**src/rtl/mig_port_arbiter_pkg.sv**
```systemverilog
// Shared constants and state type for the MIG port arbiter.
package mig_port_arbiter_pkg;

  // Requester slots on the DDR port
  localparam int unsigned REQ_WEIGHT = 0;
  localparam int unsigned REQ_BIAS   = 1;
  localparam int unsigned REQ_DATA   = 2;
  localparam int unsigned REQ_WB     = 3;

  // MIG app_cmd encodings
  localparam logic [2:0] APP_CMD_WRITE = 3'b000;
  localparam logic [2:0] APP_CMD_READ  = 3'b001;

  typedef enum logic [1:0] {
    ST_IDLE  = 2'd0,
    ST_CMD   = 2'd1,
    ST_DRAIN = 2'd2,
    ST_DONE  = 2'd3
  } arb_state_e;

endpackage

```
**src/rtl/mig_port_arbiter_rr_pick.sv**
```systemverilog
// Combinational round-robin selector: first set request at or after ptr_i.
module mig_port_arbiter_rr_pick #(
  parameter int unsigned N_REQ = 4,
  parameter int unsigned IW    = (N_REQ > 1) ? $clog2(N_REQ) : 1
) (
  input  logic [N_REQ-1:0] req_i,
  input  logic [IW-1:0]    ptr_i,
  output logic             valid_o,
  output logic [IW-1:0]    idx_o
);

  logic [IW-1:0] cand;

  // Scan requesters starting from the pointer, wrapping modulo N_REQ
  always_comb begin
    valid_o = 1'b0;
    idx_o   = '0;
    cand    = '0;
    for (int unsigned i = 0; i < N_REQ; i++) begin
      cand = IW'((32'(ptr_i) + i) % N_REQ);
      if (!valid_o && req_i[cand]) begin
        valid_o = 1'b1;
        idx_o   = cand;
      end
    end
  end

endmodule

```
**src/rtl/mig_port_arbiter.sv**
```systemverilog
// Round-robin arbiter sharing one MIG user port between N_REQ burst requesters.
module mig_port_arbiter
  import mig_port_arbiter_pkg::*;
#(
  parameter int unsigned N_REQ        = 4,
  parameter int unsigned DDR_ADDR_LEN = 32,
  parameter int unsigned SINGLE_LEN   = 24,
  parameter int unsigned BEAT_BYTES   = 64
) (
  input  logic                           clk,
  input  logic                           rst_n,
  input  logic [N_REQ-1:0]               req,
  input  logic [N_REQ*DDR_ADDR_LEN-1:0]  req_addr,
  input  logic [N_REQ*SINGLE_LEN-1:0]    req_len,
  input  logic [N_REQ-1:0]               req_wr,
  output logic [N_REQ-1:0]               gnt,
  output logic [N_REQ-1:0]               done,
  output logic                           busy,
  output logic                           app_en,
  output logic [2:0]                     app_cmd,
  output logic [DDR_ADDR_LEN-1:0]        app_addr,
  input  logic                           app_rdy,
  input  logic                           app_rd_data_valid,
  output logic [N_REQ-1:0]               rd_valid,
  input  logic [N_REQ-1:0]               wr_valid,
  output logic [N_REQ-1:0]               wr_ready,
  output logic                           app_wdf_wren,
  output logic                           app_wdf_end,
  input  logic                           app_wdf_rdy
);

  localparam int unsigned IW = (N_REQ > 1) ? $clog2(N_REQ) : 1;
  localparam logic [DDR_ADDR_LEN-1:0] ADDR_INC = DDR_ADDR_LEN'(BEAT_BYTES);
  localparam logic [SINGLE_LEN-1:0]   CNT_ONE  = SINGLE_LEN'(1);

  arb_state_e              state_q, state_d;
  logic [N_REQ-1:0]        gnt_q, gnt_d;
  logic [IW-1:0]           gidx_q, gidx_d;
  logic [IW-1:0]           ptr_q, ptr_d;
  logic [DDR_ADDR_LEN-1:0] addr_q, addr_d;
  logic [SINGLE_LEN-1:0]   len_q, len_d;
  logic [SINGLE_LEN-1:0]   cmd_cnt_q, cmd_cnt_d;
  logic [SINGLE_LEN-1:0]   data_cnt_q, data_cnt_d;
  logic                    wr_q, wr_d;

  logic                    pick_valid;
  logic [IW-1:0]           pick_idx;
  logic                    xfer_active;
  logic                    data_open;
  logic                    beat_fire;

  mig_port_arbiter_rr_pick #(
    .N_REQ (N_REQ),
    .IW    (IW)
  ) u_rr_pick (
    .req_i   (req),
    .ptr_i   (ptr_q),
    .valid_o (pick_valid),
    .idx_o   (pick_idx)
  );

  // Port-side outputs decoded from the current state and latched transfer
  always_comb begin
    xfer_active  = (state_q == ST_CMD) || (state_q == ST_DRAIN);
    data_open    = xfer_active && (data_cnt_q < len_q);
    busy         = (state_q != ST_IDLE);
    gnt          = xfer_active ? gnt_q : '0;
    done         = (state_q == ST_DONE) ? gnt_q : '0;
    // A zero-length grant sits in CMD for one cycle with the command count already satisfied
    app_en       = (state_q == ST_CMD) && (cmd_cnt_q != len_q);
    app_cmd      = (app_en && !wr_q) ? APP_CMD_READ : APP_CMD_WRITE;
    app_addr     = app_en ? addr_q : '0;
    rd_valid     = (xfer_active && !wr_q && app_rd_data_valid) ? gnt_q : '0;
    wr_ready     = (data_open && wr_q && app_wdf_rdy) ? gnt_q : '0;
    app_wdf_wren = |(wr_valid & wr_ready);
    app_wdf_end  = app_wdf_wren;
    beat_fire    = wr_q ? app_wdf_wren : (app_rd_data_valid && data_open);
  end

  // Next-state: arbitration in IDLE, command issue in CMD, data completion in DRAIN
  always_comb begin
    state_d    = state_q;
    gnt_d      = gnt_q;
    gidx_d     = gidx_q;
    ptr_d      = ptr_q;
    addr_d     = addr_q;
    len_d      = len_q;
    cmd_cnt_d  = cmd_cnt_q;
    data_cnt_d = data_cnt_q;
    wr_d       = wr_q;

    if (beat_fire) begin
      data_cnt_d = data_cnt_q + CNT_ONE;
    end

    case (state_q)
      ST_IDLE: begin
        if (pick_valid) begin
          state_d         = ST_CMD;
          gidx_d          = pick_idx;
          gnt_d           = '0;
          gnt_d[pick_idx] = 1'b1;
          addr_d          = req_addr[pick_idx*DDR_ADDR_LEN +: DDR_ADDR_LEN];
          len_d           = req_len[pick_idx*SINGLE_LEN +: SINGLE_LEN];
          wr_d            = req_wr[pick_idx];
          cmd_cnt_d       = '0;
          data_cnt_d      = '0;
        end
      end
      ST_CMD: begin
        if (len_q == '0) begin
          state_d = ST_DONE;
        end else if (app_rdy) begin
          addr_d    = addr_q + ADDR_INC;
          cmd_cnt_d = cmd_cnt_q + CNT_ONE;
          if (cmd_cnt_d == len_q) begin
            state_d = ST_DRAIN;
          end
        end
      end
      ST_DRAIN: begin
        if (data_cnt_q == len_q) begin
          state_d = ST_DONE;
        end
      end
      ST_DONE: begin
        gnt_d   = '0;
        ptr_d   = (gidx_q == IW'(N_REQ - 1)) ? '0 : gidx_q + IW'(1);
        state_d = ST_IDLE;
      end
      default: state_d = ST_IDLE;
    endcase
  end

  // State and transfer registers
  always_ff @(posedge clk or negedge rst_n) begin
    if (!rst_n) begin
      state_q    <= ST_IDLE;
      gnt_q      <= '0;
      gidx_q     <= '0;
      ptr_q      <= '0;
      addr_q     <= '0;
      len_q      <= '0;
      cmd_cnt_q  <= '0;
      data_cnt_q <= '0;
      wr_q       <= 1'b0;
    end else begin
      state_q    <= state_d;
      gnt_q      <= gnt_d;
      gidx_q     <= gidx_d;
      ptr_q      <= ptr_d;
      addr_q     <= addr_d;
      len_q      <= len_d;
      cmd_cnt_q  <= cmd_cnt_d;
      data_cnt_q <= data_cnt_d;
      wr_q       <= wr_d;
    end
  end

endmodule
```
**config.mk**
```make
export PLATFORM = sky130hd
export DESIGN_NAME = mig_port_arbiter
export DESIGN_NICKNAME = d
export VERILOG_FILES = /design/src/rtl/mig_port_arbiter_pkg.sv /design/src/rtl/mig_port_arbiter_rr_pick.sv /design/src/rtl/mig_port_arbiter.sv
export SDC_FILE = /design/constraint.sdc
export NUM_CORES = 1
export LEC_CHECK = 0
export ABC_AREA = 1
export CORE_MARGIN = 4
export CORE_UTILIZATION = 53
export CTS_BUF_LIST = sky130_fd_sc_hd__clkbuf_16
export DETAILED_ROUTE_END_ITERATION = 12
export PLACE_DENSITY = 0.92
export SYNTH_ARGS = -nofsm -noshare
export SYNTH_HDL_FRONTEND = slang
export SYNTH_SLANG_ARGS = --single-unit
```
**constraint.sdc**
```tcl
create_clock -name clk -period 6.9 [get_ports clk]
set_input_delay 2.07 -clock clk [delete_from_list [all_inputs] [get_ports clk]]
set_output_delay 2.07 -clock clk [all_outputs]
set_load 0.01 [all_outputs]
```
Yosys cells after proc, flatten, opt, wreduce, memory -nomap -nowiden
Index checks and enable logic that the tools add are counted.
- output and inout bits: 55
- input bits: 241
- flip-flop bits (word level): 115
- shift operators: 2
- bitwise gates (word level): 1
- muxes and demuxes: 47
- reduce and logical (&&, ||, !) cells: 27
- $mul: 1
- equality and inequality tests: 13
- $add $sub $neg: 7
- $lt $le $gt $ge: 7
- operator list (operator ; count):
    $mux W24 ; 6
    $mux W32 ; 4
    $shiftx A128 B8 Y32 ; 1
    $shiftx A96 B8 Y24 ; 1
    $pmux W32 S2 ; 1
    $add A24 B1 Y24 const B ; 2
    $eq A24 B24 Y1 ; 2
    $pmux W24 S2 ; 1
    $add A32 B7 Y32 const B ; 1
    $logic_not A24 Y1 ; 1
    $lt A24 B24 Y1 ; 1
    $ne A24 B24 Y1 ; 1
    $mux W2 ; 10
    $mux W4 ; 5
    $lt A2 B3 Y1 const B ; 5
    $logic_and A1 B1 Y1 ; 12
    $mux W1 ; 12
    $bmux W1 S2 ; 5
    $pmux W2 S4 ; 1
    $pmux W4 S2 ; 1
    $reduce_and A4 Y1 ; 2
    $eq A2 B2 Y1 const B ; 3
    $ne A2 B2 Y1 const B ; 3
    $reduce_bool A2 Y1 ; 3
    15 further kinds ; 21

Logic depth before layout (Yosys ltp)
- word-level depth: 18
- depth in mapped cells: 19

Hierarchy
A second synthesis with hierarchy kept.
- cells, all modules: 1399
- area, all modules: 9628.0 um2
- modules (own cells, without submodules) (module ; cells each ; area an instance (um2) ; times used):
    mig_port_arbiter ; 1340 ; 9308.9 ; 1
    mig_port_arbiter_rr_pick ; 59 ; 319.1 ; 1

Least setup slack after synthesis
OpenSTA, ideal clock, no wires.
- kind: input to output
- start point: input app_wdf_rdy
- end point: output app_wdf_wren
- arrival: 2662 ps
- required time: 4830 ps
- setup slack: 2168 ps
- cell stages on the path: 7
- cell sequence: nand2_1 inv_1 nand4_1 nand2_1 nor2_1 inv_1 buf_4
- cells in the longest elaborated chain, start to end: 4
- RTL lines (what ; line ; source):
    start: declaration ; mig_port_arbiter.sv:29 ; input logic app_wdf_rdy
    $logic_and A1 B1 Y1 ; mig_port_arbiter.sv:74 ; wr_ready = (data_open && wr_q && app_wdf_rdy) ? gnt_q : '0;
    $mux W4 ; mig_port_arbiter.sv:74 ;
    $and A4 B4 Y4 ; mig_port_arbiter.sv:75 ; app_wdf_wren = |(wr_valid & wr_ready);
    $reduce_or A4 Y1 ; mig_port_arbiter.sv:75 ;
    end: declaration ; mig_port_arbiter.sv:27 ; output logic app_wdf_wren,
Every way passes these cells.

Worst setup path in the final report
- start point: input app_wdf_rdy
- end point: output app_wdf_end
- cells in the longest elaborated chain, start to end: 4
- RTL lines (what ; line ; source):
    $logic_and A1 B1 Y1 ; mig_port_arbiter.sv:74 ;
    $mux W4 ; mig_port_arbiter.sv:74 ;
    $and A4 B4 Y4 ; mig_port_arbiter.sv:75 ;
    $reduce_or A4 Y1 ; mig_port_arbiter.sv:75 ;
    end: declaration ; mig_port_arbiter.sv:28 ; output logic app_wdf_end,
Every way passes these cells.

==> results.tsv <==
stage	metric	value	unit
outcome	outcome	finished, final reports clean	
pwr	internal_power	2.793	mW
worst_setup_path	cp_max_fo	5	
finish	nNetsFinal	2217	
yosys	synthDistinctLibCells	43	
finish	nFillCells	1571	
pwr	pwr-share-clk	12.1	%
yosys	ys.flop_type	dfrtp_1	
yosys	synth_top_cells_by_area	dfrtp_1, nand2_1, nor2_1, nand3_1, inv_1	
finish	final_core_util	72.49	%
yosys	synthArstFlopShare	100.0	%
detailed_routing	ant_nets	0	
pwr	power_frac_comb	70.0	%
clock_tree	cts_buffers	17	
pwr	p_leak	6.824	nW
die	die_w	145.5	um
timing	period_minus_slack	6086	ps
timing	post-route-period-util	88.20	%
worst_setup_path	end_kind	output pin	
detailed_routing	viasPerCell	5.490	
die	start_util	53.77	%
worst_setup_path	rr_startpoint	state_q[0]	
clock_tree	cts_buffer_depth	2	
grt	grt_pass1_wl	58.50	mm
hold_path	hold_path_class	reg -> reg	
placement	routabilityCongestion	1.003	
grt	grt_start_max_net_pins	82	
clock_tree	post_cts_resized	0	
pwr	switching_share	56.44	%
placement	dp_cells	2158	
clock_tree	path_clk_slew	50	ps
hold_path	hold_path.startpoint	addr_q[30]	
die	rows	50	
worst_setup_path	critPathLaunchType	primary input	
timing	rsz0062_at_grt	no	
die	ios	296	
placement	dpl_worst_slack	919.3	ps
timing	tightestPinTransition	941.6	ps
yosys	netlist_area	10020	sq um
clock_tree	h-tree-depth	4	
die	chipHeight	145.5	um
job	maxCapViolations	0	
worst_setup_path	cpPeakStageDelay	520	ps
worst_setup_path	cp.required	4830	ps
grt	grt_use_total	34.48	%
clock_tree	cts-hold-fix-buffers	0	
clock_tree	clk_latency	420	ps
detailed_routing	wl	37.73	mm
timing	tns	0	ps
finish	seq_area	2878	sq um
worst_setup_path	crit_slowest_cell	clkdlybuf4s50_1	
detailed_routing	vias	12050	
yosys	synth_top_cell_area_share	28.71	%
clock_tree	clock_sinks	115	
timing	fmax	164.3	MHz
pwr	power.density	474.4	nW/um^2
finish	syn2layout_area_growth	34.83	%
grt	antenna_found_initial	7	
die	coreArea	18640	sq um
pwr	p_sw	3.618	mW
clock_tree	postCtsSetupBuffers	0	
clock_tree	clockRootBuffer	clkbuf_16	
timing	slew_violations	0	
worst_setup_path	critPathArrivalTime	4020	ps
worst_setup_path	crit_chain	clkdlybuf4s50_1 > nand2_1 > inv_1 > nand4_1 > nand2_1 > nor2_1 > inv_1 > clkdlybuf4s50_1	
finish	drive_gt1_share	2.917	%
timing	skew	10.48	ps
finish	final-instance-count-excl-fill	2194	
yosys	yosysMostFrequentCell	nand2_1	
grt	grt-ovfl-total	0	
detailed_routing	dr.pass1.iters	6	
yosys	post-synth-top-area-cell	dfrtp_1	
placement	io_buffers	293	
worst_setup_path	crit_type	in -> out	
detailed_routing	drtIter0Drc	1345	
die	dieArea	21180	sq um
pwr	sequentialPowerShare	17.9	%
yosys	synthTopCellsByCount	nand2_1, nor2_1, inv_1	
grt	grt_pass1_vias	11300	
yosys	synth_enable_flop_cells	0	
detailed_routing	wire_per_inst	17.20	um
timing	fin_ws	814.3	ps
timing	finalHoldViolCount	0	
clock_tree	cts_tree	done	
detailed_routing	drc_errors	0	
pwr	power	6.411	mW
yosys	synth-seq-area-share	28.71	%
yosys	syn_inst	1684	
pwr	ir_worst_vdd	0.0004575	V
worst_setup_path	startpoint	app_wdf_rdy	
yosys	synth_seq_cells	115	
finish	multiInputGateArea	6183	sq um
placement	hpwl	29.37	mm
yosys	synth-warning-count	0	
timing	setup_violations	0	
timing	max-slew-margin-rel	37.23	%
yosys	synth_area_per_cell	5.952	sq um
==> stage by stage <==
step	hold slack [ps]	area [sq um]
4_1_cts	482.0	13500
3_3_place_gp	463.2	12990
3_5_place_dp	468.1	12990
5_1_grt	492.3	13510
6_report	481.9	13510
2_1_floorplan	448.8	10030
==> final cells by class <==
class                           instances  area share [%]
Inverter                              163           4.527
Multi-Input combinational cell       1340           45.76
Clock inverter                         13          0.5925
Antenna cell                            6          0.1111
Clock buffer                           17           3.148
Sequential cell                       115           21.29
Timing Repair Buffer                  306           22.41
Tap cell                              234           2.166
==> metal layers <==
metal	vias to the layer above	share of wire, %	GRT usage [%]
met5	-	0	0
met2	664	46	56.60
met4	0	5.6	18.14
met1	5476	38	42.40
li1	5785	-	-
met3	121	10	7.973
==> state kept, by name (all words and copies together), names as in the netlist <==
register / cells
data_cnt_q: 24
wr_q: 1
len_q: 24
gnt_q: 4
state_q: 2
cmd_cnt_q: 24
addr_q: 32
ptr_q: 2
gidx_q: 2
==> power groups by stage <==
| stage | clock (mW) | sequential (mW) | combinational [mW] |
|---|---|---|---|
| after CTS | 0.776 | 1.14 | 4.43 |
| final | 0.774 | 1.15 | 4.49 |
| after detailed placement | 0 | 1.15 | 4.40 |
| after global placement | 0 | 1.14 | 4.29 |
| after global routing | 0.809 | 1.17 | 4.98 |
| after floorplan | 0 | 1.06 | 3.17 |
==> worst max-delay path, delay by kind of cell <==
kind	cells	cell delay [ps]
buffers and inverters	4	1210
AND/OR/NAND/NOR	4	720
==> path summary, 6_finish.rpt <==
check,to,slack [ps],cells after the start
worst max register to register,data_cnt_q[13],3290,15
worst min register to register,addr_q[30],480,2
worst min-delay path,addr_q[30],480,2
worst max-delay path,app_wdf_end,810,8
max in group asynchronous,len_q[10],3940,2
min in group asynchronous,data_cnt_q[9],1770,1
==> logic make-up after synthesis <==
kind of cell | Yosys count | share of synthesized area, %
other | 1 | 0.03741
AND/OR/NAND/NOR | 1128 | 45.86
adder cells (fa/ha/maj) | 33 | 4.119
flip-flops | 115 | 28.71
AO/OA/AOI/OAI | 117 | 6.316
buffers and inverters | 230 | 9.637
XOR/XNOR | 60 | 5.318
==> cell usage in the layout (no fill, tap or decap), drive strengths merged, types with 2 or more instances in the layout <==
cell,instances
ha,33
o32ai,2
nand3,126
clkdlybuf4s50,292
a21o,2
o21ai,30
clkbuf,17
clkinv,9
a21oi,70
nand4,38
xor2,45
xnor2,15
conb,2
nand2,728
diode,6
inv,166
and3,2
buf,14
nor4,9
nor3,19
or2,6
o31ai,5
dfrtp,115
nor2,195
nor3b,2
o22ai,2
(Power assumes the default switching activity.)
